[src/rtl/mul_pkg.sv]
// Shared multiplier definitions: opcode tags, FSM states and default width.
// The opcode constants are also used by the HI/LO register stage.
package mul_pkg;

  localparam int DEF_WIDTH = 32;

  localparam logic [5:0] OP_MULTU = 6'd25;
  localparam logic [5:0] OP_MADDU = 6'd1;

  typedef enum logic [1:0] {
    IDLE,
    RUN,
    DONE
  } state_e;

  function automatic logic op_ok(input logic [5:0] op);
    return (op == OP_MULTU) || (op == OP_MADDU);
  endfunction

endpackage

[src/rtl/multu_seq_if.sv]
// Request/result bundle between the issue logic and the sequential
// multiplier; master issues operands, slave returns the tagged product.
interface multu_seq_if
  import mul_pkg::*;
#(
  parameter int WIDTH = DEF_WIDTH
);

  logic               start;
  logic [5:0]         op;
  logic [WIDTH-1:0]   a;
  logic [WIDTH-1:0]   b;
  logic               busy;
  logic               done;
  logic [5:0]         mul_op;
  logic [2*WIDTH-1:0] mul_ans;

  modport master (
    output start, op, a, b,
    input  busy, done, mul_op, mul_ans
  );

  modport slave (
    input  start, op, a, b,
    output busy, done, mul_op, mul_ans
  );

endinterface

[src/rtl/multu_seq.sv]
// Sequential unsigned shift-add multiplier, one partial product per clock.
// The opcode tag rides along so HI/LO can load or accumulate the product.
module multu_seq
  import mul_pkg::*;
#(
  parameter int WIDTH = DEF_WIDTH
) (
  input  logic        clk,
  input  logic        rst_n,
  multu_seq_if.slave  bus
);

  localparam int CW = $clog2(WIDTH);
  localparam int PW = 2 * WIDTH;

  state_e           state_q, state_d;
  logic [CW-1:0]    cnt_q, cnt_d;
  logic [PW-1:0]    mcand_q, mcand_d;
  logic [WIDTH-1:0] mplier_q, mplier_d;
  logic [PW-1:0]    acc_q, acc_d;
  logic [PW-1:0]    ans_q, ans_d;
  logic [5:0]       op_q, op_d;

  logic             idle_or_done;
  logic             accept;
  logic             last;
  logic [PW-1:0]    acc_sum;

  assign idle_or_done = (state_q == IDLE) || (state_q == DONE);
  assign accept  = bus.start && op_ok(bus.op) && idle_or_done;
  assign last    = (cnt_q == CW'(WIDTH - 1));
  assign acc_sum = acc_q + (mplier_q[0] ? mcand_q : '0);

  always_comb begin
    state_d  = state_q;
    cnt_d    = cnt_q;
    mcand_d  = mcand_q;
    mplier_d = mplier_q;
    acc_d    = acc_q;
    ans_d    = ans_q;
    op_d     = op_q;
    unique case (state_q)
      IDLE, DONE: begin
        if (accept) begin
          state_d  = RUN;
          mcand_d  = {{WIDTH{1'b0}}, bus.a};
          mplier_d = bus.b;
          acc_d    = '0;
          cnt_d    = '0;
          op_d     = bus.op;
        end else if (state_q == DONE) begin
          state_d = IDLE;
        end
      end
      RUN: begin
        acc_d    = acc_sum;
        mcand_d  = mcand_q << 1;
        mplier_d = mplier_q >> 1;
        cnt_d    = cnt_q + CW'(1);
        // Final partial product lands straight in the result register.
        if (last) begin
          state_d = DONE;
          ans_d   = acc_sum;
        end
      end
      default: state_d = IDLE;
    endcase
  end

  always_ff @(posedge clk or negedge rst_n) begin
    if (!rst_n) begin
      state_q  <= IDLE;
      cnt_q    <= '0;
      mcand_q  <= '0;
      mplier_q <= '0;
      acc_q    <= '0;
      ans_q    <= '0;
      op_q     <= '0;
    end else begin
      state_q  <= state_d;
      cnt_q    <= cnt_d;
      mcand_q  <= mcand_d;
      mplier_q <= mplier_d;
      acc_q    <= acc_d;
      ans_q    <= ans_d;
      op_q     <= op_d;
    end
  end

  assign bus.busy    = (state_q == RUN);
  assign bus.done    = (state_q == DONE);
  assign bus.mul_op  = op_q;
  assign bus.mul_ans = ans_q;

endmodule
[src/flat_wrapper.sv]
// flat-port wrapper written by rule: the top's interface ports become plain ports
module multu_seq_flat import mul_pkg::*;
#(
  parameter int WIDTH = DEF_WIDTH
)
  (clk, rst_n, bus_start, bus_op, bus_a, bus_b, bus_busy, bus_done, bus_mul_op, bus_mul_ans);
  multu_seq_if #(.WIDTH(WIDTH)) bus_i ();
  input  logic clk;
  input  logic rst_n;
  input wire logic [$bits(bus_i.start)-1:0] bus_start;
  input wire logic [$bits(bus_i.op)-1:0] bus_op;
  input wire logic [$bits(bus_i.a)-1:0] bus_a;
  input wire logic [$bits(bus_i.b)-1:0] bus_b;
  output wire logic [$bits(bus_i.busy)-1:0] bus_busy;
  output wire logic [$bits(bus_i.done)-1:0] bus_done;
  output wire logic [$bits(bus_i.mul_op)-1:0] bus_mul_op;
  output wire logic [$bits(bus_i.mul_ans)-1:0] bus_mul_ans;
  assign bus_i.start = bus_start;
  assign bus_i.op = bus_op;
  assign bus_i.a = bus_a;
  assign bus_i.b = bus_b;
  assign bus_busy = bus_i.busy;
  assign bus_done = bus_i.done;
  assign bus_mul_op = bus_i.mul_op;
  assign bus_mul_ans = bus_i.mul_ans;
  multu_seq #(.WIDTH(WIDTH)) u_core (.clk(clk), .rst_n(rst_n), .bus(bus_i));
endmodule
[config.mk]
export PLATFORM = sky130hd
export DESIGN_NAME = multu_seq_flat
export DESIGN_NICKNAME = d
export VERILOG_FILES = /design/src/rtl/mul_pkg.sv /design/src/rtl/multu_seq_if.sv /design/src/rtl/multu_seq.sv /design/src/flat_wrapper.sv
export SDC_FILE = /design/constraint.sdc
export NUM_CORES = 1
export LEC_CHECK = 0
export ABC_AREA = 1
export BUFFER_PORTS_ARGS = -buffer_cell sky130_fd_sc_hd__buf_2
export CORE_MARGIN = 10
export CORE_UTILIZATION = 50
export CTS_CLUSTER_DIAMETER = 200
export CTS_CLUSTER_SIZE = 30
export DETAILED_ROUTE_END_ITERATION = 10
export PLACE_DENSITY = 0.69
export SLEW_MARGIN = 20
export SYNTH_ARGS = -nofsm -noshare
export SYNTH_HDL_FRONTEND = slang
export SYNTH_SLANG_ARGS = --single-unit
[constraint.sdc]
create_clock -name clk -period 6.5 [get_ports clk]
set_input_delay 0.65 -clock clk [delete_from_list [all_inputs] [get_ports clk]]
set_output_delay 0.65 -clock clk [all_outputs]
set_load 0.02 [all_outputs]
==> impl_metrics.toml <==
[cts]
numCtsBuffers = 11
ctsHoldBuffers = 0
cts_root_buffer = "clkbuf_16"
htreeDepth = 1
path_clk_slew_ps = 110
tritoncts = "yes"
cts_buffer_depth = 3
post_cts_resize_count = 0
cts_sinks = 237
clk_latency_ps = 510
cts_setup_buffers = 0

[synthesis]
synth-seq-area-share = 0.380
syn-num-nets = 2499
ys_ff_latch = 237
ys_async_sr_fraction = 1.00
avgSynthCellArea_sq_um = 6.62
synth_cells = 2360
ys_types = 40
synth_top_area_share = 0.380
yosysTopAreaCell = "dfrtp_1"
netlist_area_sq_mm = 0.0156
synth_warnings = 0
ys.flop_type = "dfrtp_1"
synth_edf_count = 0
synth_area_leaders = "dfrtp_1 (38%), nand2_1 (21%), inv_1 (10%)"

[drt]
ant_nets = 0
viasPerCell = 5.17
drt_iter0_drc = 1155
drc = 0
wl_microns = 50700
via_count = 14700
wire_per_inst_microns = 17.8
firstDrtPassIters = 5

[pwr]
switchingPower_mw = 5.06
ir_drop_mv = 0.293
clkPwrFrac = 0.087
sw_frac_of_total = 0.549
powerDensity_mw_per_mm2 = 545
p_leak_nw = 9.64
p_total_mw = 9.20
pwr-share-seq = 0.249
comb_power_share = 0.665
internal_power_mw = 4.15

[min_path]
hold_class = "input port to asynchronous set/reset pin"

[floorplan]
fp.coreArea_sq_mm = 0.0307
rows = 64
pin_count = 145
die-width_microns = 197
start_util = 0.508
die_h_microns = 197
die-area_sq_mm = 0.0387

[cells_and_area]
stdcell_count = 2853
final_area_sq_mm = 0.0169
fill_cells = 3132
final_core_util = 0.549
syn2layout_area_growth_pct = 8.08
nets = 2595
drive_above_1_share = 0.0912

[setup_path]
timing_worst_setup_path_type = "register to register"
critical_path_required_ps = 6930
arrival_ps = 3760
cp-start-kind = "register"
end_kind = "register"
cp_max_fo = 64

[placed_design]
placed_cell_area_sq_mm = 0.0166
placedCellCount = 2839
port_buffers = 144
dp_hpwl_microns = 39100
place_congestion = 0.984
place_ws_ps = 3260

[timing]
final-hold-violation-count = 0
max_freq_mhz = 300
setup_tns_ps = 0
final.period_utilization = 0.513
fin_ws_ps = 3170
worstMarginPinSlew_ps = 1130
fin_skew_ps = 39.2
max-slew-margin-rel = 0.247
rsz0062_at_grt = "false"
hold_ws_ps = 140
final_max_slew_viol_count = 0
setup_viol = 0
post-route-min-period_ps = 3330

[grt]
antenna_found_initial = 1
grt_overflow_total = 0
grt_pass1_wl_microns = 79500
grt_max_degree = 143
first_global_vias = 14100
grt_usage = 0.260

[run]
maxCapViolations = 0

[status]
status = "completed"
==> synth_stat cells, types with 3 or more instances <==
library cell / instances
xor2_1: 6
clkbuf_1: 40
o21ai_1: 14
nand3_1: 115
or2_2: 3
nand2_2: 16
buf_1: 3
buf_4: 5
nand4_1: 10
ha_1: 65
a211oi_1: 33
nor2_1: 195
o21ai_0: 46
nor3_1: 101
dfrtp_1: 237
nand3b_1: 8
nand3_2: 5
xnor2_1: 24
nor2_4: 3
a22o_1: 4
a21oi_1: 44
nor2_2: 14
inv_2: 8
inv_1: 434
nor3_2: 4
buf_6: 4
buf_2: 16
o22ai_1: 33
nand2_1: 857
==> path summary, 6_finish.rpt <==
| check | from | end | slack (ps) | cells past startpoint |
|---|---|---|---|---|
| max | u_core.mplier_q[0] | u_core.bus.mul_ans[38] | 3170 | 15 |
| min | rst_n | u_core.bus.mul_op[4] | 140 | 1 |
| max reg2reg | u_core.mplier_q[0] | u_core.bus.mul_ans[38] | 3170 | 15 |
| min reg2reg | u_core.bus.mul_op[0] | u_core.bus.mul_op[0] | 480 | 1 |
| max in group asynchronous | rst_n | u_core.bus.mul_ans[46] | 5110 | 2 |
| min in group clk | bus_a[0] | u_core.mcand_q[0] | 390 | 2 |
==> critical path, cell delays in order, from the launching register on <==
cell and delay [ps]:
dfrtp_2 370, buf_4 560, nand2_1 100, inv_1 90, ha_1 180, inv_1 60, fa_1 440, inv_1 100
nand2_1 50, nand3_1 180, nand3_1 100, nand3_1 390, nand2_1 220, nand3b_1 170, nand3_1 110, nand2_1 100
==> cell usage in the layout, fill, tap and decap left out, drive strengths merged, types with 2 or more instances in the layout <==
cell and count:
a211oi 33, a21oi 44, a22o 4, buf 151, clkbuf 12, clkinv 2
dfrtp 237, ha 65, inv 442, nand2 873, nand3 120, nand3b 8
nand4 10, nor2 213, nor3 107, nor4 2, o21ai 61, o21bai 3
o22ai 33, or2 4, xnor2 24, xor2 6
==> routing by layer <==
layer | track usage | routed length (microns) | vias up
met2 | 0.372 | 20600 | 439
met5 | 0 | 13 | -
li1 | - | - | 7399
met3 | 0.0434 | 3710 | 41
met1 | 0.400 | 25500 | 6868
met4 | 0.0504 | 966 | 2
==> power groups by stage <==
stage	combinational, mW	sequential [mW]	clock [mW]
after global routing	6.86	2.34	0.861
after floorplan	4.33	2.18	0
after detailed placement	6.01	2.30	0
final	6.12	2.29	0.797
after global placement	5.98	2.30	0
after CTS	6.03	2.28	0.826
==> registers in the layout (all words and copies together), names as in the netlist <==
signal	flops
u_core.acc_q	64
u_core.mcand_q	64
u_core.bus.mul_op	6
u_core.bus.mul_ans	64
u_core.cnt_q	5
u_core.state_q	2
u_core.mplier_q	32
==> logic make-up (layout without fill, tap and decap cells) <==
group / after synthesis / in the layout / synth area share
flops: 237 / 237 / 0.380
fa+ha+maj: 66 / 66 / 0.0533
xor+xnor: 30 / 30 / 0.0168
buf+inv: 511 / 607 / 0.127
compound gates: 178 / 178 / 0.0669
other cells: 0 / 1 / 0
simple gates: 1338 / 1338 / 0.356
==> cell type report <==
| cell class | instances | area, sq um | share of cell area |
|---|---|---|---|
| diodes | 1 | 2.50 | 0.000148 |
| clock buffers | 12 | 279 | 0.0165 |
| clock inverters | 1 | 5.00 | 0.000296 |
| inverters | 443 | 1670 | 0.0987 |
| multi-input cells | 1612 | 7710 | 0.457 |
| flip-flops and latches | 237 | 5930 | 0.351 |
| well taps | 396 | 495 | 0.0293 |
| repair buffers | 151 | 796 | 0.0471 |
Note: power is estimated with default switching activity, not from simulation.
